**config.mk**
```make
export PLATFORM = sky130hd
export DESIGN_NAME = midi_uart_rx_mmio_flat
export DESIGN_NICKNAME = d
export VERILOG_FILES = /design/src/rtl/midi_uart_rx_mmio_pkg.sv /design/src/rtl/midi_uart_rx_mmio_if.sv /design/src/rtl/midi_uart_rx_mmio_sync_byte_fifo.sv /design/src/rtl/midi_uart_rx_mmio.sv /design/src/flat_wrapper.sv
export SDC_FILE = /design/constraint.sdc
export NUM_CORES = 1
export LEC_CHECK = 0
export BUFFER_PORTS_ARGS = -buffer_cell sky130_fd_sc_hd__buf_4
export CORE_MARGIN = 8
export CORE_UTILIZATION = 40
export DETAILED_ROUTE_END_ITERATION = 10
export HOLD_SLACK_MARGIN = 0.06
export PLACE_DENSITY_LB_ADDON = 0.05
export SLEW_MARGIN = 0
export SYNTH_ARGS = -nofsm -noshare
export SYNTH_HDL_FRONTEND = slang
export SYNTH_HIERARCHICAL = 1
export SYNTH_SLANG_ARGS = --single-unit
export TNS_END_PERCENT = 1
```
**constraint.sdc**
```tcl
create_clock -name clock -period 9.3 [get_ports clock]
set_input_delay 0.465 -clock clock [delete_from_list [all_inputs] [get_ports clock]]
set_output_delay 0.465 -clock clock [all_outputs]
set_load 0.05 [all_outputs]
```
**src/rtl/midi_uart_rx_mmio_pkg.sv**
```systemverilog
// MIDI receiver shared types: FSM encoding, register map, status bits.
package midi_uart_rx_mmio_pkg;
    typedef enum logic [1:0] {
        S_IDLE,
        S_START,
        S_DATA,
        S_STOP
    } rx_state_t;

    localparam logic [31:0] REG_DATA   = 32'd0;
    localparam logic [31:0] REG_STATUS = 32'd1;

    localparam int ST_NE   = 0;
    localparam int ST_FERR = 1;
    localparam int ST_OVR  = 2;

    localparam int OVS = 16;
endpackage

```
**src/rtl/midi_uart_rx_mmio_if.sv**
```systemverilog
// dmem-side register bus between the memory stage and the MIDI receiver.
interface midi_uart_rx_mmio_if;
    logic [31:0] address;
    logic [31:0] wdata;
    logic        wren;
    logic        rd_en;
    logic        sel;
    logic [31:0] rdata;

    modport master (
        output address, wdata, wren, rd_en,
        input  sel, rdata
    );

    modport slave (
        input  address, wdata, wren, rd_en,
        output sel, rdata
    );
endinterface

```
**src/rtl/midi_uart_rx_mmio_sync_byte_fifo.sv**
```systemverilog
// Byte FIFO with combinational head; push+pop allowed at any occupancy.
module sync_byte_fifo #(
    parameter int DEPTH = 16
) (
    input  logic                     clock,
    input  logic                     reset,
    input  logic                     push,
    input  logic [7:0]               din,
    input  logic                     pop,
    output logic [7:0]               dout,
    output logic [$clog2(DEPTH):0]   count,
    output logic                     full,
    output logic                     empty
);
    localparam int AW = $clog2(DEPTH);

    logic [7:0]    mem [DEPTH];
    logic [AW-1:0] wr_ptr;
    logic [AW-1:0] rd_ptr;
    logic          do_push;
    logic          do_pop;

    assign empty   = (count == '0);
    assign full    = (count == (AW+1)'(DEPTH));
    assign do_pop  = pop & ~empty;
    // A full FIFO still takes a push when the head leaves in the same cycle.
    assign do_push = push & (~full | do_pop);
    assign dout    = mem[rd_ptr];

    always_ff @(posedge clock) begin
        if (reset) begin
            wr_ptr <= '0;
            rd_ptr <= '0;
            count  <= '0;
        end else begin
            if (do_push) wr_ptr <= wr_ptr + 1'b1;
            if (do_pop)  rd_ptr <= rd_ptr + 1'b1;
            count <= count + (AW+1)'(do_push) - (AW+1)'(do_pop);
        end
    end

    always_ff @(posedge clock) begin
        if (do_push) mem[wr_ptr] <= din;
    end
endmodule

```
**src/rtl/midi_uart_rx_mmio.sv**
```systemverilog
// MIDI 8N1 serial receiver with a byte FIFO exposed as DATA/STATUS registers.
import midi_uart_rx_mmio_pkg::*;

module midi_uart_rx_mmio #(
    parameter int          CLK_HZ     = 50000000,
    parameter int          BAUD       = 31250,
    parameter int          FIFO_DEPTH = 16,
    parameter logic [31:0] BASE_ADDR  = 32'h0000_1000
) (
    input  logic                  clock,
    input  logic                  reset,
    input  logic                  midi_rx,
    midi_uart_rx_mmio_if.slave    bus,
    output logic                  irq
);
    localparam int DIV = CLK_HZ / (BAUD * OVS);
    localparam int DW  = $clog2(DIV + 1);
    localparam int CW  = $clog2(FIFO_DEPTH) + 1;

    rx_state_t     state, state_n;
    logic          rx_meta, rx_sync, rx_prev;
    logic [DW-1:0] div_cnt;
    logic [3:0]    tick_cnt;
    logic [2:0]    bit_idx;
    logic [7:0]    shreg;
    logic          tick, fall, phase_end;
    logic          enter_start, sample, push_req, ferr_set;
    logic          ovr, ferr, ovr_set, ovr_clr, ferr_clr;
    logic          hit_data, hit_status, pop;
    logic [7:0]    head;
    logic [CW-1:0] count;
    logic [8:0]    cnt_ext;
    logic          full, empty;
    logic          unused_bits;

    assign tick      = (div_cnt == DW'(DIV - 1));
    assign fall      = rx_prev & ~rx_sync;
    assign phase_end = tick && (tick_cnt ==
                       ((state == S_START) ? 4'(OVS/2 - 1) : 4'(OVS - 1)));

    always_comb begin
        state_n     = state;
        enter_start = 1'b0;
        sample      = 1'b0;
        push_req    = 1'b0;
        ferr_set    = 1'b0;
        unique case (state)
            S_IDLE: if (fall) begin
                state_n     = S_START;
                enter_start = 1'b1;
            end
            S_START: if (phase_end) begin
                state_n = rx_sync ? S_IDLE : S_DATA;
            end
            S_DATA: if (phase_end) begin
                sample = 1'b1;
                if (bit_idx == 3'd7) state_n = S_STOP;
            end
            S_STOP: if (phase_end) begin
                push_req = rx_sync;
                ferr_set = ~rx_sync;
                state_n  = S_IDLE;
            end
        endcase
    end

    assign hit_data   = (bus.address == BASE_ADDR + REG_DATA);
    assign hit_status = (bus.address == BASE_ADDR + REG_STATUS);
    assign bus.sel    = hit_data | hit_status;
    assign pop        = bus.rd_en & hit_data & ~empty;
    assign ovr_set    = push_req & full & ~pop;
    assign ovr_clr    = bus.wren & hit_status & bus.wdata[ST_OVR];
    assign ferr_clr   = bus.wren & hit_status & bus.wdata[ST_FERR];
    assign cnt_ext    = 9'(count);
    assign unused_bits = ^{bus.wdata[31:3], bus.wdata[0], cnt_ext[8]};

    always_comb begin
        bus.rdata = '0;
        unique case (1'b1)
            hit_data:   bus.rdata = empty ? 32'd0 : {23'b0, 1'b1, head};
            hit_status: bus.rdata = {16'b0, cnt_ext[7:0], 5'b0, ovr, ferr, ~empty};
            default:    bus.rdata = '0;
        endcase
    end

    always_ff @(posedge clock) begin
        if (reset) begin
            state    <= S_IDLE;
            rx_meta  <= 1'b1;
            rx_sync  <= 1'b1;
            rx_prev  <= 1'b1;
            div_cnt  <= '0;
            tick_cnt <= '0;
            bit_idx  <= '0;
            shreg    <= '0;
            ovr      <= 1'b0;
            ferr     <= 1'b0;
            irq      <= 1'b0;
        end else begin
            state   <= state_n;
            rx_meta <= midi_rx;
            rx_sync <= rx_meta;
            rx_prev <= rx_sync;
            div_cnt <= (enter_start || tick) ? '0 : div_cnt + 1'b1;
            if (enter_start || phase_end) tick_cnt <= '0;
            else if (tick)                tick_cnt <= tick_cnt + 1'b1;
            if (enter_start) bit_idx <= '0;
            else if (sample) bit_idx <= bit_idx + 1'b1;
            if (sample) shreg <= {rx_sync, shreg[7:1]};
            // Same-cycle set beats the write-1-to-clear.
            ovr  <= ovr_set  | (ovr  & ~ovr_clr);
            ferr <= ferr_set | (ferr & ~ferr_clr);
            irq  <= (count != '0);
        end
    end

    sync_byte_fifo #(.DEPTH(FIFO_DEPTH)) u_fifo (
        .clock (clock),
        .reset (reset),
        .push  (push_req),
        .din   (shreg),
        .pop   (pop),
        .dout  (head),
        .count (count),
        .full  (full),
        .empty (empty)
    );
endmodule

```
**src/flat_wrapper.sv**
```systemverilog
// flat-port wrapper written by rule: the top's interface ports become plain ports
module midi_uart_rx_mmio_flat 
#(
    parameter int          CLK_HZ     = 50000000,
    parameter int          BAUD       = 31250,
    parameter int          FIFO_DEPTH = 16,
    parameter logic [31:0] BASE_ADDR  = 32'h0000_1000
)
  (clock, reset, midi_rx, irq, bus_address, bus_wdata, bus_wren, bus_rd_en, bus_sel, bus_rdata);
  midi_uart_rx_mmio_if bus_i ();
  input  logic clock;
  input  logic reset;
  input  logic midi_rx;
  output logic irq;
  input wire logic [$bits(bus_i.address)-1:0] bus_address;
  input wire logic [$bits(bus_i.wdata)-1:0] bus_wdata;
  input wire logic [$bits(bus_i.wren)-1:0] bus_wren;
  input wire logic [$bits(bus_i.rd_en)-1:0] bus_rd_en;
  output wire logic [$bits(bus_i.sel)-1:0] bus_sel;
  output wire logic [$bits(bus_i.rdata)-1:0] bus_rdata;
  assign bus_i.address = bus_address;
  assign bus_i.wdata = bus_wdata;
  assign bus_i.wren = bus_wren;
  assign bus_i.rd_en = bus_rd_en;
  assign bus_sel = bus_i.sel;
  assign bus_rdata = bus_i.rdata;
  midi_uart_rx_mmio #(.CLK_HZ(CLK_HZ), .BAUD(BAUD), .FIFO_DEPTH(FIFO_DEPTH), .BASE_ADDR(BASE_ADDR)) u_core (.clock(clock), .reset(reset), .midi_rx(midi_rx), .bus(bus_i), .irq(irq));
endmodule
```
Yosys cells after proc, flatten, opt, wreduce, memory -nomap -nowiden

Memory sizes are Yosys's and may differ from the RTL's. A register that Yosys moved wholly into a read port is not among the register bits.
Cells that the tools add are included.

Bits in registers: 43
Memory bits (writable): 128
Input bits: 69
Output and inout bits: 34
Logic and storage cells: 90
Memories: 1

Add/subtract/negate cells: 7
Equality and inequality tests: 14
Muxes and demuxes: 22
Bitwise gates (word level): 22
Reduce and logical (&&, ||, !) cells: 10

Memory list:

| name              | words | bits a word | rd ports | clocked after Yosys merged registers in | wr ports | line                                   | text |
|---|---|---|---|---|---|---|---|
| u_core.u_fifo.mem | 16    | 8           | 1        | 1                                       | 1        | midi_uart_rx_mmio_sync_byte_fifo.sv:17 | `logic [7:0] mem [DEPTH];` |

Operator list:

| kind                                                                     | number |
|---|---|
| 32-bit by 13-bit == test with 1-bit output (second input constant)       | 2 |
| 32-bit one-hot mux with 2 select lines                                   | 1 |
| 4-bit by 1-bit adder with 4-bit output (second input constant)           | 3 |
| 1-bit bitwise AND                                                        | 12 |
| 2-bit 2-to-1 mux                                                         | 6 |
| 4-bit 2-to-1 mux                                                         | 3 |
| 1-bit 2-to-1 mux                                                         | 10 |
| 2-bit by 1-bit inequality test with 1-bit output (second input constant) | 5 |
| 9-bit 2-to-1 mux                                                         | 1 |
| 2-bit one-hot mux with 4 select lines                                    | 1 |
| 7-bit by 1-bit adder with 7-bit output (second input constant)           | 1 |
| 7-bit == test (second input constant)                                    | 1 |
| 1-bit NOT                                                                | 6 |
| 2-bit OR reduction                                                       | 3 |
| 5-bit by 1-bit adder with 5-bit output                                   | 1 |
| 5-bit == test (second input constant)                                    | 1 |
| 5-bit zero test                                                          | 1 |
| 5-bit AND reduction                                                      | 1 |
| 5-bit nonzero test                                                       | 1 |
| 5-bit by 1-bit subtractor with 5-bit output                              | 1 |
| 2-bit == test (second input constant)                                    | 2 |
| 4-bit == test                                                            | 1 |
| 1-bit OR                                                                 | 4 |
| 3-bit by 1-bit adder with 3-bit output (second input constant)           | 1 |
| 5 further kinds                                                          | 6 |

Longest topological paths before layout

Depth in word-level cells: 9
Depth in mapped cells: 17
Mapped depth without buffers: 17

Cells and area by module

The synthesis kept the hierarchy.

Modules (own cells, without submodules):

| module            | times used | cells an instance | area an instance (um^2) | sequential area each (um^2) |
|---|---|---|---|---|
| sync_byte_fifo    | 1          | 309               | 5819.3                  | 4184.0 |
| midi_uart_rx_mmio | 1          | 186               | 1624.1                  | 600.6 |

Worst setup path after synthesis

Ideal clock, no wire load.

Kind: register to register
Start point: register u_core.u_fifo.count[2]
End point: register u_core.u_fifo.count[4]
Library setup time: 0.070 ns
Data arrival time: 3.599 ns
Data required time: 9.230 ns
Path slack: 5.631 ns
Stages on the path, launching flop included: 18
Path buffers: 1
Clock period less this slack: 3.669 ns
Cells stage by stage: dfxtp_1 -> inv_1 -> ha_1 -> or4b_1 -> inv_1 -> nor2_1 -> nand2_1 -> nor3_1 -> o21ai_1 -> buf_4 -> ha_1 -> inv_1 -> ha_1 -> fa_1 -> a21oi_1 -> nor2_1 -> or3_1 -> a21oi_1

Cells in the longest elaborated chain, start to end: 8
Elaborated cells on any way between the ends: 10
Those cells by class: 2 x add/sub; 1 x eq/ne; 6 x bitwise; 1 x reduce/logical

Ends and longest elaborated chain:

| element                                       | line                                   | text |
|---|---|---|
| start: declaration                            | midi_uart_rx_mmio_sync_byte_fifo.sv:11 | `output logic [$clog2(DEPTH):0] count,` |
| start signal: assignment                      | midi_uart_rx_mmio_sync_byte_fifo.sv:38 | `count <= count + (AW+1)'(do_push) - (AW+1)'(do_pop);` |
| 5-bit zero test *                             | midi_uart_rx_mmio_sync_byte_fifo.sv:23 | `assign empty = (count == '0);` |
| net u_core.empty                              | midi_uart_rx_mmio.sv:33                | `logic full, empty;` |
| 1-bit NOT *                                   | midi_uart_rx_mmio.sv:70                | `assign pop = bus.rd_en & hit_data & ~empty;` |
| 1-bit bitwise AND *                           | midi_uart_rx_mmio.sv:70                |  |
| net u_core.pop                                | midi_uart_rx_mmio.sv:29                | `logic hit_data, hit_status, pop;` |
| 1-bit bitwise AND *                           | midi_uart_rx_mmio_sync_byte_fifo.sv:25 | `assign do_pop = pop & ~empty;` |
| 1-bit OR                                      | midi_uart_rx_mmio_sync_byte_fifo.sv:27 | `assign do_push = push & (~full \| do_pop);` |
| 1-bit bitwise AND                             | midi_uart_rx_mmio_sync_byte_fifo.sv:27 |  |
| 5-bit by 1-bit adder with 5-bit output        | midi_uart_rx_mmio_sync_byte_fifo.sv:38 |  |
| 5-bit by 1-bit subtractor with 5-bit output * | midi_uart_rx_mmio_sync_byte_fifo.sv:38 |  |

Mark *: on every way through the listed nets, which the timed path passes. The rest lies on a longest branch.
A chain may end at the register's enable or synchronous reset.

Worst setup path in the final report

Start point: register u_core.u_fifo.count[3]
End point: register u_core.u_fifo.count[4]

The elaborated chain is that of the path after synthesis.

==> results.yml <==
placement:
  hpwlAfterDp_mm: 10.4
  post-place-ws_ps: 4620
  dp_cells: 764
  place.gp.congestion: 0.722
  port_buffers: 53
global_routing:
  grt_pass1_vias: 4258
  grt.overflow.total: 0
  grt_first_pass_wirelength_mm: 24.6
  grt_max_degree: 33
  antenna_found_initial: 0
  grt_use_total_pct: 13.8
synthesis:
  yosysWarnings: 6
  ys_seq_elements: 175
  avgSynthCellArea_um2: 15.0
  yosys.area.top_type: "edfxtp_1"
  syn_area_um2: 7440
  synth_top_area_share_pct: 51.6
  synth_seq_area_share_pct: 64.3
  synth_most_common_cell: "edfxtp_1"
  async_flop_share_pct: 0
  ys_top_cells_by_count: "edfxtp_1 (128), dfxtp_1 (47), nor2_1 (45), buf_4 (21)"
  synthFlopType: "edfxtp_1"
  synth_area_leaders: "edfxtp_1 (52%), dfxtp_1 (13%), mux4_2 (5.4%)"
  syn_inst: 495
  synth-edff-count: 128
  synth_cell_types: 51
setup_path:
  r2r_cells: 16
  cp.required_ps: 9650
  reg2reg_slack_ps: 4530
  path_buf_inv: 3
  start_kind: "flip-flop"
  critical_path_arrival_ps: 5120
  crit_chain: "inv_1, ha_1, or4b_1, inv_1, nor2_1, nand2_1, nor3_1, o21ai_1, ha_1, inv_1, ha_1, fa_1, a21oi_1, nor2_1, or3_1, a21oi_1"
  crit_family: "simple AND/OR/NAND/NOR gates"
  timing.rr.end: "u_core/u_fifo/count[4]$_SDFF_PP0_"
  path_class: "reg2reg"
  critPathLaunch: "u_core/u_fifo/count[3]$_SDFF_PP0_"
  rr_startpoint: "u_core/u_fifo/count[3]$_SDFF_PP0_"
  crit_path_end: "u_core/u_fifo/count[4]$_SDFF_PP0_"
  worstSetupPathDepth: 16
  critPathMaxStageDelay_ps: 650
  crit_fanout: 13
  critPathCaptureType: "flip-flop"
  cp_slowest_cell: "nor3_1"
finish:
  nets: 634
  final_util_pct: 46.1
  diodes: 0
  area_delta_synth_final_pct: 14.4
  drive_above_1_share_pct: 19.8
  stdcell_count: 795
routing:
  drc: 0
  drt_iter0_drc: 237
  wl_per_cell_um: 19.7
  dr_total_vias: 4131
  wl_mm: 15.6
  first_pass_iters: 5
  drtAntennaViolNets: 0
  vias_per_cell: 5.20
floorplanning:
  fp.dieH_um: 152
  coreArea_um2: 18500
  dieWidth_um: 152
  ios: 103
  initial_utilization_pct: 40.3
  rows: 50
  dieArea_um2: 23200
min_path:
  hp-class: "in2reg"
  hold-path-cell-count: 2
  min_from: "midi_rx"
power_and_ir_drop:
  p_int_w: 0.00124
  seq_power_share_pct: 53.5
  ir_drop_v: 0.000127
  power_switching_w: 0.000316
  p_clk_share_pct: 44.0
  power.density_nw_per_um2: 182
  combPwrFrac_pct: 2.5
  leakagePower_nw: 3.00
  netSwitchingFraction_pct: 20.3
clocking:
  cts_setup_buffers: 0
  htree_num_levels: 4
  cts_resized: 0
  cts_hold_buf: 0
  cts_root_buf: "clkbuf_16"
  clk_pin_slew_ps: 60
  cts_sinks: 175
  cts_tree: "done"
  tritoncts.num_buffers: 17
  clock_latency_ps: 420
  clock_path_buffers: 2
sta:
  rsz0062_at_grt: "false"
  max_freq_ghz: 0.210
  max_slew_margin_pct: 31.5
  min_period_over_period_pct: 51.3
  period_minus_slack_ps: 4770
  setup_ws_ps: 4530
  finalClockSkew_ps: 7.28
  slew_violations: 0
  finalSetupTns_ps: 0
  tightest_slew_ps: 1020
  finalHoldViolCount: 0
  setup-violations-final: 0
job:
  cap_violations: 0
outcome:
  status: "finished clean"
## flip-flops by register name (all words and copies together) (netlist names), named ones only
name and flops:
u_core/shreg 8, u_core/u_fifo/count 5, u_core/u_fifo/wr_ptr 4, u_core/rx_meta 1
u_core/state 1, u_core/u_fifo/mem 128, u_core/bit_idx 3, u_core/ferr 1
u_core/u_fifo/rd_ptr 4, u_core/rx_prev 1, u_core/div_cnt 7, u_core/rx_sync 1
u_core/irq 1, u_core/tick_cnt 4, u_core/ovr 1
## through the flow
| stage | hold WS (ps) | power, W | cell area (µm²) |
|---|---|---|---|
| 3_5_place_dp | 393 | 0.000885 | 7950 |
| 4_1_cts | 220 | 0.00157 | 8510 |
| 6_report | 236 | 0.00155 | 8510 |
| 5_1_grt | 228 | 0.00160 | 8510 |
| 2_1_floorplan | 389 | 0.000876 | 7510 |
| 3_3_place_gp | 400 | 0.000884 | 7950 |
## worst min-delay path by stage
stage | endpoint | slack, ps
3_3_place_gp | u_core/rx_sync$_SDFF_PP1_ | 400
6_report | u_core/rx_meta$_SDFF_PP1_ | 240
4_1_cts | u_core/rx_meta$_SDFF_PP1_ | 220
3_5_place_dp | u_core/rx_sync$_SDFF_PP1_ | 390
2_1_floorplan | u_core/rx_sync$_SDFF_PP1_ | 390
5_1_grt | u_core/rx_meta$_SDFF_PP1_ | 230
## area by class of cell
type                            count  area [µm²]
Timing Repair Buffer               57         428
Inverter                           15        56.3
Clock inverter                     13         139
Multi-Input combinational cell    283        2380
Clock buffer                       18         429
Tap cell                          234         293
Fill cell                        1619        9940
Sequential cell                   175        4790
## metal layers
layer	track usage [%]	part of all wire, %
met1	17.4	46
met2	22.9	48
met3	3.69	5.1
met4	4.52	1.2
met5	0	0
## cell families after synthesis
family	share of synthesized area, %
and+or+nand+nor	10.1
adders and majority gates	2.79
DFF	64.3
muxes	11.9
xor gates and xnor gates	2.35
buffers and inverters	4.62
other	0.0504
AOI/OAI and AO/OA	3.98
## placed cells by master (no fill, tap or decap), types with 3 or more instances in the layout
master / instances
conb_1: 19
mux2i_1: 11
nand2_1: 18
buf_4: 57
a211oi_1: 3
nor2_1: 45
inv_6: 3
xor2_1: 8
nand4_1: 3
nand3_1: 11
edfxtp_1: 128
nor2b_1: 3
inv_1: 15
and2_1: 5
o21ai_0: 3
clkbuf_16: 17
mux4_1: 14
and4_1: 4
nor3_1: 12
a22oi_1: 18
a21oi_1: 8
ha_1: 15
and3_1: 16
or2_2: 3
dfxtp_1: 45
mux4_2: 18
a31oi_1: 4
xnor2_1: 12
clkinvlp_4: 3
nor4_1: 7
## power by group through the flow
| stage | Sequential [W] | Clock, W | Combinational, W |
|---|---|---|---|
| 2_1_floorplan | 0.000846 | 0 | 0.0000301 |
| 3_3_place_gp | 0.000846 | 0 | 0.0000381 |
| 3_5_place_dp | 0.000846 | 0 | 0.0000390 |
| 4_1_cts | 0.000829 | 0.000702 | 0.0000390 |
| 5_1_grt | 0.000829 | 0.000730 | 0.0000422 |
| 6_report | 0.000829 | 0.000683 | 0.0000390 |
Note: power is estimated with default switching activity, not from simulation.
